$ cat config.mk
export PLATFORM = sky130hd
export DESIGN_NAME = sb_rx_decoder
export DESIGN_NICKNAME = d
export VERILOG_FILES = /design/src/rtl/sb_rx_decoder.sv
export SDC_FILE = /design/constraint.sdc
export NUM_CORES = 1
export LEC_CHECK = 0
export ABC_CLOCK_PERIOD_IN_PS = 2600
export CELL_PAD_IN_SITES_DETAIL_PLACEMENT = 2
export CELL_PAD_IN_SITES_GLOBAL_PLACEMENT = 2
export CORE_MARGIN = 3
export CORE_UTILIZATION = 36
export DETAILED_ROUTE_END_ITERATION = 12
export PLACE_DENSITY_LB_ADDON = 0.1
export SLEW_MARGIN = 10
export SYNTH_ARGS = -nofsm -noshare
export SYNTH_HDL_FRONTEND = slang
export SYNTH_SLANG_ARGS = --single-unit
$ cat constraint.sdc
create_clock -name sb_clk -period 2.6 [get_ports sb_clk]
set_input_delay 0.65 -clock sb_clk [delete_from_list [all_inputs] [get_ports sb_clk]]
set_output_delay 0.65 -clock sb_clk [all_outputs]
set_load 0.01 [all_outputs]
$ cat src/rtl/sb_rx_decoder.sv
// Sideband receive decoder: recovers UART-framed symbols from sbrx, strips DLE
// framing/stuffing and delivers LT events and AT byte streams.
module sb_rx_decoder #(
    parameter logic [7:0]  DLE     = 8'hFE,
    parameter logic [7:0]  STX     = 8'h05,
    parameter logic [7:0]  ETX     = 8'h40,
    parameter int unsigned MAX_LEN = 64
) (
    input  logic       sb_clk,
    input  logic       rst,
    input  logic       sbrx,
    input  logic       enable,
    output logic       lt_valid,
    output logic [7:0] lt_lse,
    output logic       at_valid,
    output logic [7:0] at_data,
    output logic       at_sop,
    output logic       at_eop,
    output logic       at_err,
    output logic       frame_err
);

    localparam int unsigned LenW = $clog2(MAX_LEN + 1);

    typedef enum logic [1:0] {RxIdle, RxData, RxStop} rx_state_e;
    typedef enum logic [2:0] {PIdle, PDle, PLse, PAt, PAtDle} p_state_e;

    logic            sync1_q, sync2_q;
    rx_state_e       rx_state_q, rx_state_d;
    logic [2:0]      bit_cnt_q, bit_cnt_d;
    logic [7:0]      shift_q, shift_d;
    logic            sym_valid_q, sym_valid_d;
    logic            stop_err;
    logic [7:0]      sym;

    p_state_e        p_state_q, p_state_d;
    logic [7:0]      lse_q, lse_d;
    logic [LenW-1:0] len_q, len_d;
    logic            first_q, first_d;
    logic [7:0]      hold_q, hold_d;
    logic            hold_vld_q, hold_vld_d;
    logic            payload, lse_err;

    logic            lt_valid_q, lt_valid_d;
    logic [7:0]      lt_lse_q, lt_lse_d;
    logic            at_valid_q, at_valid_d;
    logic [7:0]      at_data_q, at_data_d;
    logic            at_sop_q, at_sop_d;
    logic            at_eop_q, at_eop_d;
    logic            at_err_q, at_err_d;
    logic            frame_err_q, frame_err_d;

    // The shift register is untouched while sym_valid_q is high (receiver is back in idle).
    assign sym = shift_q;

    // Two-flop synchroniser; resets to idle-high so reset cannot fake a start bit.
    always_ff @(posedge sb_clk) begin
        if (rst) begin
            sync1_q <= 1'b1;
            sync2_q <= 1'b1;
        end else begin
            sync1_q <= sbrx;
            sync2_q <= sync1_q;
        end
    end

    // Symbol receiver next state: start bit, 8 data bits LSB first, stop bit.
    always_comb begin
        rx_state_d  = rx_state_q;
        bit_cnt_d   = bit_cnt_q;
        shift_d     = shift_q;
        sym_valid_d = 1'b0;
        stop_err    = 1'b0;
        if (!enable) begin
            rx_state_d = RxIdle;
        end else begin
            case (rx_state_q)
                RxIdle: begin
                    if (!sync2_q) begin
                        rx_state_d = RxData;
                        bit_cnt_d  = 3'd0;
                    end
                end
                RxData: begin
                    shift_d   = {sync2_q, shift_q[7:1]};
                    bit_cnt_d = bit_cnt_q + 3'd1;
                    if (bit_cnt_q == 3'd7) begin
                        rx_state_d = RxStop;
                    end
                end
                RxStop: begin
                    rx_state_d = RxIdle;
                    if (sync2_q) begin
                        sym_valid_d = 1'b1;
                    end else begin
                        stop_err = 1'b1;
                    end
                end
                default: rx_state_d = RxIdle;
            endcase
        end
    end

    // Symbol receiver state registers.
    always_ff @(posedge sb_clk) begin
        if (rst) begin
            rx_state_q  <= RxIdle;
            bit_cnt_q   <= 3'd0;
            shift_q     <= 8'h00;
            sym_valid_q <= 1'b0;
        end else begin
            rx_state_q  <= rx_state_d;
            bit_cnt_q   <= bit_cnt_d;
            shift_q     <= shift_d;
            sym_valid_q <= sym_valid_d;
        end
    end

    // Parser next state: DLE framing, LT check, AT de-stuffing with a one-byte hold.
    always_comb begin
        p_state_d   = p_state_q;
        lse_d       = lse_q;
        len_d       = len_q;
        first_d     = first_q;
        hold_d      = hold_q;
        hold_vld_d  = hold_vld_q;
        lt_valid_d  = 1'b0;
        lt_lse_d    = lt_lse_q;
        at_valid_d  = 1'b0;
        at_data_d   = at_data_q;
        at_sop_d    = 1'b0;
        at_eop_d    = 1'b0;
        at_err_d    = 1'b0;
        payload     = 1'b0;
        lse_err     = 1'b0;
        if (!enable) begin
            p_state_d  = PIdle;
            hold_vld_d = 1'b0;
            at_err_d   = (p_state_q == PAt) || (p_state_q == PAtDle);
        end else if (sym_valid_q) begin
            case (p_state_q)
                PIdle: begin
                    if (sym == DLE) p_state_d = PDle;
                end
                PDle: begin
                    if (sym == STX) begin
                        p_state_d  = PAt;
                        len_d      = '0;
                        first_d    = 1'b1;
                        hold_vld_d = 1'b0;
                    end else if (sym == ETX) begin
                        p_state_d = PIdle;
                    end else if (sym != DLE) begin
                        lse_d     = sym;
                        p_state_d = PLse;
                    end
                end
                PLse: begin
                    if (sym == ~lse_q) begin
                        lt_valid_d = 1'b1;
                        lt_lse_d   = lse_q;
                    end else begin
                        lse_err = 1'b1;
                    end
                    p_state_d = PIdle;
                end
                PAt: begin
                    if (sym == DLE) p_state_d = PAtDle;
                    else            payload   = 1'b1;
                end
                PAtDle: begin
                    if (sym == DLE) begin
                        payload   = 1'b1;
                        p_state_d = PAt;
                    end else begin
                        if (sym == ETX && hold_vld_q) begin
                            at_valid_d = 1'b1;
                            at_data_d  = hold_q;
                            at_sop_d   = first_q;
                            at_eop_d   = 1'b1;
                        end else begin
                            // Zero-length AT or illegal escape.
                            at_err_d = 1'b1;
                        end
                        hold_vld_d = 1'b0;
                        p_state_d  = PIdle;
                    end
                end
                default: p_state_d = PIdle;
            endcase

            if (payload) begin
                if (hold_vld_q) begin
                    at_valid_d = 1'b1;
                    at_data_d  = hold_q;
                    at_sop_d   = first_q;
                    first_d    = 1'b0;
                end
                if (len_q == LenW'(MAX_LEN)) begin
                    // Overlength byte is dropped and aborts the AT.
                    at_err_d   = 1'b1;
                    hold_vld_d = 1'b0;
                    p_state_d  = PIdle;
                end else begin
                    hold_d     = sym;
                    hold_vld_d = 1'b1;
                    len_d      = len_q + LenW'(1);
                end
            end
        end
        frame_err_d = stop_err | lse_err;
    end

    // Parser state and registered outputs.
    always_ff @(posedge sb_clk) begin
        if (rst) begin
            p_state_q   <= PIdle;
            lse_q       <= 8'h00;
            len_q       <= '0;
            first_q     <= 1'b0;
            hold_q      <= 8'h00;
            hold_vld_q  <= 1'b0;
            lt_valid_q  <= 1'b0;
            lt_lse_q    <= 8'h00;
            at_valid_q  <= 1'b0;
            at_data_q   <= 8'h00;
            at_sop_q    <= 1'b0;
            at_eop_q    <= 1'b0;
            at_err_q    <= 1'b0;
            frame_err_q <= 1'b0;
        end else begin
            p_state_q   <= p_state_d;
            lse_q       <= lse_d;
            len_q       <= len_d;
            first_q     <= first_d;
            hold_q      <= hold_d;
            hold_vld_q  <= hold_vld_d;
            lt_valid_q  <= lt_valid_d;
            lt_lse_q    <= lt_lse_d;
            at_valid_q  <= at_valid_d;
            at_data_q   <= at_data_d;
            at_sop_q    <= at_sop_d;
            at_eop_q    <= at_eop_d;
            at_err_q    <= at_err_d;
            frame_err_q <= frame_err_d;
        end
    end

    assign lt_valid  = lt_valid_q;
    assign lt_lse    = lt_lse_q;
    assign at_valid  = at_valid_q;
    assign at_data   = at_data_q;
    assign at_sop    = at_sop_q;
    assign at_eop    = at_eop_q;
    assign at_err    = at_err_q;
    assign frame_err = frame_err_q;

endmodule

; ---- After elaboration in Yosys (flattened, before gate mapping)
; Index checks and enable logic that the tools add are counted.
[word_totals]
memories = 0
out_inout_bits = 22
in_bits = 4
reg_bits = 66
elab_cells = 129
latch_bits = 0
rom_bits = 0
ram_bits = 0
[op_classes]
bitwise = 9
n_reduce_logical = 18
n_mux = 63
mul = 0
eq_ne = 17
shift = 0
n_lt_le_gt_ge = 0
n_addsub = 2
div_mod_pow = 0
[ops]
columns = op, count
row1 = $mux 8, 5
row2 = $mux 1, 38
row3 = $mux 7, 4
row4 = $mux 3, 8
row5 = $pmux 3 s4, 1
row6 = $reduce_and 4->1, 3
row7 = $eq 8x3->1 const B, 1
row8 = $eq 8x7->1 const B, 1
row9 = $eq 8x8->1, 1
row10 = $eq 8x8->1 const B, 1
row11 = $ne 8x8->1 const B, 1
row12 = $not 8->8, 1
row13 = $add 7x1->7 const B, 1
row14 = $eq 7x7->1 const B, 1
row15 = $not 1->1, 7
row16 = $eq 3x2->1 const B, 2
row17 = $eq 3x3->1 const B, 2
row18 = $mux 2, 3
row19 = $pmux 3 s2, 1
row20 = $reduce_and 2->1, 3
row21 = $reduce_and 6->1, 1
row22 = $reduce_or 3->1, 2
row23 = $ne 2x2->1 const B, 2
row24 = $pmux 1 s2, 2
row25 = 17 further kinds, 17

; ---- Depth between registers and ports, before layout
; Gate-level depths: netlist (run 1).
[logic_depth]
ltp_word = 9
depth_mapped = 8
ltp_nobuf = 7

; ---- Least setup slack after synthesis (run 1)
; OpenSTA, ideal clock, no wires.
[synth_path]
kind = register to register
startpoint = register shift_q[1]
endpoint = register len_q[3]
required_time_ns = 2.472
period_less_slack_ns = 2.026
n_path_buf = 1
setup_time_ns = 0.128
path_slack_ns = 0.574
arrival_ns = 1.898
path_stages_with_launch = 7
path_cell_list = dfxtp_1 buf_6 or4_4 nor4_1 nand2_1 a32oi_1 nor2_1
[synth_via]
elab_chain_cells = 6
elab_cells_between_ends = 11
cone_classes = 2 x eq/ne / 9 x mux
[synth_rtl]
columns = item, line_no
row1 = from (decl), 31  ; logic [7:0] shift_q, shift_d;
row2 = from (signal assigned), 114  ; shift_q <= shift_d;
row3 = $eq 8x8->1, "168, 172"
row4 = $mux 1 (on tied branches), "172, 168"
row5 = $pmux 1 s2, 141  ; case (p_state_q)
row6 = $mux 1, 140  ; end else if (sym_valid_q) begin
row7 = $mux 1, 136  ; if (!enable) begin
row8 = $mux 7 *, 192  ; if (payload) begin
row9 = to (signal assigned), 234  ; len_q <= len_d;
row10 = to (decl), 38  ; logic [LenW-1:0] len_q, len_d;
; Mark *: on every way between the ends. The rest lies on a longest branch, timed or not. The select of a mux whose other input is x is not followed.
; A chain may end at the register's enable or synchronous reset.

; ---- Worst setup path in the final report (run 1)
[layout_path]
startpoint = register p_state_q[2]
endpoint = register len_q[6]
[layout_via]
elab_chain_cells = 5
elab_cells_between_ends = 9
cone_classes = 3 x eq/ne / 6 x mux
[layout_rtl]
columns = item, line_no
row1 = from (decl), 36  ; p_state_e p_state_q, p_state_d;
row2 = from (signal assigned), 217  ; p_state_q <= PIdle;
row3 = from (signal assigned), 232  ; p_state_q <= p_state_d;
row4 = $eq 3x3->1 or $eq 3x2->1 (tied branches), 141
row5 = $pmux 1 s2, 141
row6 = $mux 1, 140
row7 = $mux 1, 136
row8 = $mux 7 *, 192
; Marked as above.

==> results of run 1 <==
-- final cells by class --
type	count	share of cell area [%]
clock inverters	3	0.499
well taps	102	3.63
flip-flops and latches	66	37.6
multi-input cells	227	43.5
repair buffers	38	10.5
inverters	4	0.428
clock buffers	12	3.85
-- state kept, by name, summed over array words and instances, names as in the netlist, 2 cells and up --
| register | flops |
|---|---|
| bit_cnt_q | 3 |
| lse_q | 8 |
| hold_q | 8 |
| p_state_q | 3 |
| shift_q | 8 |
| len_q | 7 |
| lt_lse | 8 |
| rx_state_q | 2 |
| at_data | 8 |
-- synthesized netlist by cell type (all sizes together), types with 4 or more instances --
master / n
a211oi: 4
a21oi: 18
buf: 9
clkbuf: 14
dfxtp: 66
ha: 4
inv: 4
mux2i: 32
nand2: 27
nand2b: 19
nand3: 9
nand4: 4
nor2: 41
nor3: 6
or3b: 4
xor2: 9
-- routing by layer --
metal	up-vias	global-route usage, %	share of wire [%]
li1	1161	-	-
met1	1173	22.1	46
met2	27	29.2	50
met3	7	4.54	2.8
met4	0	4.86	1.2
met5	-	0	0
-- where the power goes --
part,internal [W],switching [W]
logic,0.0000129,0.0000231
clock network,0.000339,0.000384
registers,0.00101,0.00000187
-- worst max-delay path by stage --
stage                     cells past startpoint         to  slack, ns         start
final                                         5   len_q[6]       0.46  p_state_q[2]
after global routing                          6  hold_q[7]       0.25  p_state_q[2]
after CTS                                     5   len_q[6]       0.45  p_state_q[2]
after detailed placement                      7  lt_lse[1]       0.21        enable
after global placement                        7  lt_lse[3]       0.26        enable
after floorplan                               6   len_q[3]       0.57    shift_q[1]
-- cells by family after synthesis --
family	share of synthesized area (%)
AOI/OAI and AO/OA	10.4
xor gates and xnor gates	2.96
adders and majority gates	1.69
buffers and inverters	4.05
DFF	44.6
muxes	11.2
and+or+nand+nor	25.1
-- per-stage QoR --
stage	total power [W]	hold WS, ns
after floorplan	0.00106	0.389
after global placement	0.00107	0.400
after detailed placement	0.00107	0.412
after CTS	0.00181	0.431
after global routing	0.00185	0.452
final	0.00177	0.422
-- worst register-to-register path, stage by stage, from the launching register on --
cell     delay (ns)
dfxtp_1        0.49
or3b_1         0.54
nor3_2         0.29
o21ai_1        0.21
or3_1          0.39
a31oi_1        0.16
==> metrics, run 1 <==
outcome=finished clean; crit path kind=register to register; overall routed net length=7420 µm; Iteration-0 DRC Markers=48; setup TNS=0 ns; wire length per cell=16.4 µm; CP max FO=9; Die X-Extent=96.7 µm; Skew-Pair Late Insertion Delay=0.34 ns; DR vias=2368; Mapped Area=0.00296 mm²; post_cts resized=0; fin nets=354; gr ovfl total=0; port buffer count=25; total of max-cap violations=0; most frequent cells in the layout=dfxtp_1 (66), nor2_1 (41), mux2i_1 (32); distinct cell type count after synthesis=54; DRC=0; Post-CTS Setup Inserts=0; Fillers=894; worst path cell trace=or3b_1, nor3_2, o21ai_1, or3_1, a31oi_1; number of flops mapped to enable cells by yosys=0; Startpoint Class=register; max_slew headroom=61.5%; most common cell after layout, fill and taps aside=dfxtp_1; Hold Path Depth=1; vias per inst=5.24; post-synth top area cell=dfxtp_1; Final period util=82.4%; clk_skew=0.00559 ns; Post-Place Cell Area=0.00336 mm²; Multi-input gate area=0.00153 mm²; Die Y=96.7 µm; Synth top area share=44.6%; worst slack at placement=0.211 ns; die area=0.00935 mm²; Slew @ Worst Pin=0.578 ns; leakage power=1.25 nW; post-synth net total=328; CP max-delay cell=or3b_1; Reg2Reg Depth=5; CP arrival=2.41 ns; Num Clock Sinks=66; Mapped Avg Cell Area=9.26 µm²; Final Max Tran Viols=0; largest stage delay on the critical path=0.54 ns; Mapped Cells=320; FF-to-FF Start=p_state_q[2]; Yosys warning count=0; Sequential Area=0.00132 mm²; H-tree depth=3; hold path startpoint=sync1_q; RSZ-0062 raised after global routing=false; CTS clk-pin slew, worst paths=0.07 ns; Finished Layout Cells=452; Synth area leaders=dfxtp_1 (45%), mux2i_1 (11%), nor2_1 (5.2%); Buf/Inv on CP=0; Worst VDD drop=0.231 mV; initial antenna violation count=0; R2R setup slack=0.46 ns; Primary FF master, synth=dfxtp_1; Final WS setup=0.457 ns; first-pass GRT wire length=13300 µm; CTS Hold Bufs=0; Area Growth Syn to Fin=18.5%; Critical R2R Capture=len_q[6]; Starting Density=37.8%; Crit path required time=2.86 ns; setup violators final=0; Root Driver=clkbuf_8; clock buffer depth=2; IO Pins=26; Critical Path End Type=register; final hold violation count=0; hpwl dp=5330 µm; total CTS buffers=9; sequential-to-total area share from yosys stat=44.6%; num rows=32; Async S/R FF share, synth=0%; TritonCTS clock tree=done; post-route cell area=0.00351 mm²; Final Util=44.8%; gp weighted congestion=0.791; total track usage=17.4%; hold endpoint=sync2_q; PD cells=505 mW/mm²; ANT cells=0; #FFs+latches synth=66; dpl cells=437; maximum clock frequency=0.467 GHz; share of layout cells above drive strength 1=12.3%; Post-DRT Antenna Nets=0; family with the most delay on the worst path=simple AND/OR/NAND/NOR gates; Placeable Area=0.00785 mm²; first drt pass iteration count=4; largest net degree at the start of global routing=38; vias in the first global route=2583; Final min period=2.14 ns; min-delay worst type=register to register
Power figures use the tool's default switching activity.
==> inputs of run 2 (changes only) <==
--- a/config.mk
+++ b/config.mk
@@ -5,7 +5,7 @@
 export SDC_FILE = /design/constraint.sdc
 export NUM_CORES = 1
 export LEC_CHECK = 0
-export ABC_CLOCK_PERIOD_IN_PS = 2600
+export ABC_CLOCK_PERIOD_IN_PS = 2100
 export CELL_PAD_IN_SITES_DETAIL_PLACEMENT = 2
 export CELL_PAD_IN_SITES_GLOBAL_PLACEMENT = 2
 export CORE_MARGIN = 3
==> constraint.sdc (replaced) <==
create_clock -name sb_clk -period 2.1 [get_ports sb_clk]
set_input_delay 0.525 -clock sb_clk [delete_from_list [all_inputs] [get_ports sb_clk]]
set_output_delay 0.525 -clock sb_clk [all_outputs]
set_load 0.01 [all_outputs]
==> run 2 against run 1 <==
Net effect:
- die area unchanged
- fmax increased by 9.7%
- sequential share of layout area decreased by 2.2 points
- setup slack got worse by 0.31 ns
- via count increased by 5.6%
- hold slack got worse by 0.0057 ns
- core utilization increased by 2.8 points
- global-route usage increased by 2.1 points
- largest power group unchanged
==> metrics, run 2 (synthesized netlist as in run 1, its figures left out) <==
vias per inst=5.27; crit path kind=register to register; initial antenna violation count=0; IO Pins=26; Root Driver=clkbuf_8; CP max FO=7; clk_skew=0.0120 ns; Fillers=878; vias in the first global route=2781; maximum clock frequency=0.512 GHz; Slew @ Worst Pin=0.515 ns; num rows=32; Final Util=47.6%; setup violators final=0; largest stage delay on the critical path=0.35 ns; leakage power=1.38 nW; ANT cells=0; Iteration-0 DRC Markers=80; most frequent cells in the layout=dfxtp_1 (65), nor2_1 (40), mux2i_1 (32), buf_4 (32), nand2_1 (27); gp weighted congestion=0.807; Die X-Extent=96.7 µm; family with the most delay on the worst path=compound AO/OA/AOI/OAI gates; CP arrival=2.21 ns; Startpoint Class=register; Die Y=96.7 µm; first drt pass iteration count=4; Final min period=1.95 ns; Post-DRT Antenna Nets=0; total of max-cap violations=0; Multi-input gate area=0.00153 mm²; total track usage=19.5%; Crit path required time=2.35 ns; Buf/Inv on CP=2; max_slew headroom=65.6%; CTS clk-pin slew, worst paths=0.08 ns; Starting Density=37.8%; Final WS setup=0.146 ns; first-pass GRT wire length=14600 µm; DRC=0; Final period util=93.1%; min-delay worst type=register to register; PD cells=640 mW/mm²; CTS Hold Bufs=0; wire length per cell=17.8 µm; most common cell after layout, fill and taps aside=dfxtp_1; TritonCTS clock tree=done; gr ovfl total=0; Critical Path End Type=register; Worst VDD drop=0.329 mV; outcome=finished clean; total CTS buffers=9; Num Clock Sinks=66; Area Growth Syn to Fin=26.1%; most used cell along the critical path=buf_4; hpwl dp=6080 µm; Placeable Area=0.00785 mm²; CP max-delay cell=dfxtp_1; fin nets=376; port buffer count=25; worst path cell trace=buf_4, and4_2, a21oi_1, buf_4, o21ai_0, nand4_1, a221oi_1; worst slack at placement=-0.177 ns; Final Max Tran Viols=0; clock buffer depth=2; Skew-Pair Late Insertion Delay=0.36 ns; die area=0.00935 mm²; DR vias=2501; overall routed net length=8460 µm; H-tree depth=3; share of layout cells above drive strength 1=18.8%; Sequential Area=0.00132 mm²; RSZ-0062 raised after global routing=false; final hold violation count=0; largest net degree at the start of global routing=43
[run 2: per-stage QoR]
stage / hold WS [ns] / cell area, µm² / setup TNS [ns] / std cells / power, W
2_1_floorplan: 0.389 / 2960 / 0 / 320 / 0.00131
3_3_place_gp: 0.400 / 3540 / -1.24 / 459 / 0.00133
3_5_place_dp: 0.403 / 3540 / -2.67 / 459 / 0.00133
4_1_cts: 0.421 / 3730 / 0 / 475 / 0.00243
5_1_grt: 0.454 / 3730 / 0 / 475 / 0.00250
6_report: 0.416 / 3730 / 0 / 475 / 0.00239
[run 2: cell type report]
class	count	share of cell area, %
multi-input cells	227	41.0
flip-flops and latches	66	35.4
repair buffers	60	14.6
clock buffers	10	3.42
well taps	102	3.42
clock inverters	6	1.78
inverters	4	0.402
[run 2: timing repair]
item                       4_1_cts  5_1_grt
buffers inserted                 0        0
resized for setup                0        2
setup endpoints to repair        0        3
[run 2: worst paths after layout]
| path | depth (start not counted) | startpoint | slack [ns] | to |
|---|---|---|---|---|
| max | 7 | shift_q[3] | 0.15 | p_state_q[0] |
| min | 1 | sync1_q | 0.42 | sync2_q |
| max reg2reg | 7 | shift_q[3] | 0.15 | p_state_q[0] |
| min reg2reg | 1 | sync1_q | 0.42 | sync2_q |
[run 2: per-layer routing]
layer	GRT usage (%)	vias up	share of wire, %
li1	-	1207	-
met1	23.4	1254	44
met2	33.6	32	52
met3	6.27	8	2.6
met4	5.08	0	1.3
met5	0	-	0
[run 2: power by group]
part / switching, W / internal [W] / total [W]
combinational: 0.0000299 / 0.0000187 / 0.0000486
sequential: 0.00000229 / 0.00125 / 0.00126
clock: 0.000535 / 0.000550 / 0.00109
total: 0.000567 / 0.00182 / 0.00239
==> inputs of run 3 (changes only) <==
--- a/config.mk
+++ b/config.mk
@@ -11,6 +11,7 @@
 export CORE_MARGIN = 3
 export CORE_UTILIZATION = 36
 export DETAILED_ROUTE_END_ITERATION = 12
+export HOLD_SLACK_MARGIN = 0.02
 export PLACE_DENSITY_LB_ADDON = 0.1
 export SLEW_MARGIN = 10
 export SYNTH_ARGS = -nofsm -noshare
==> results of run 3 <==
Same layout as run 2: the final DEF is identical, and so are final timing and power.
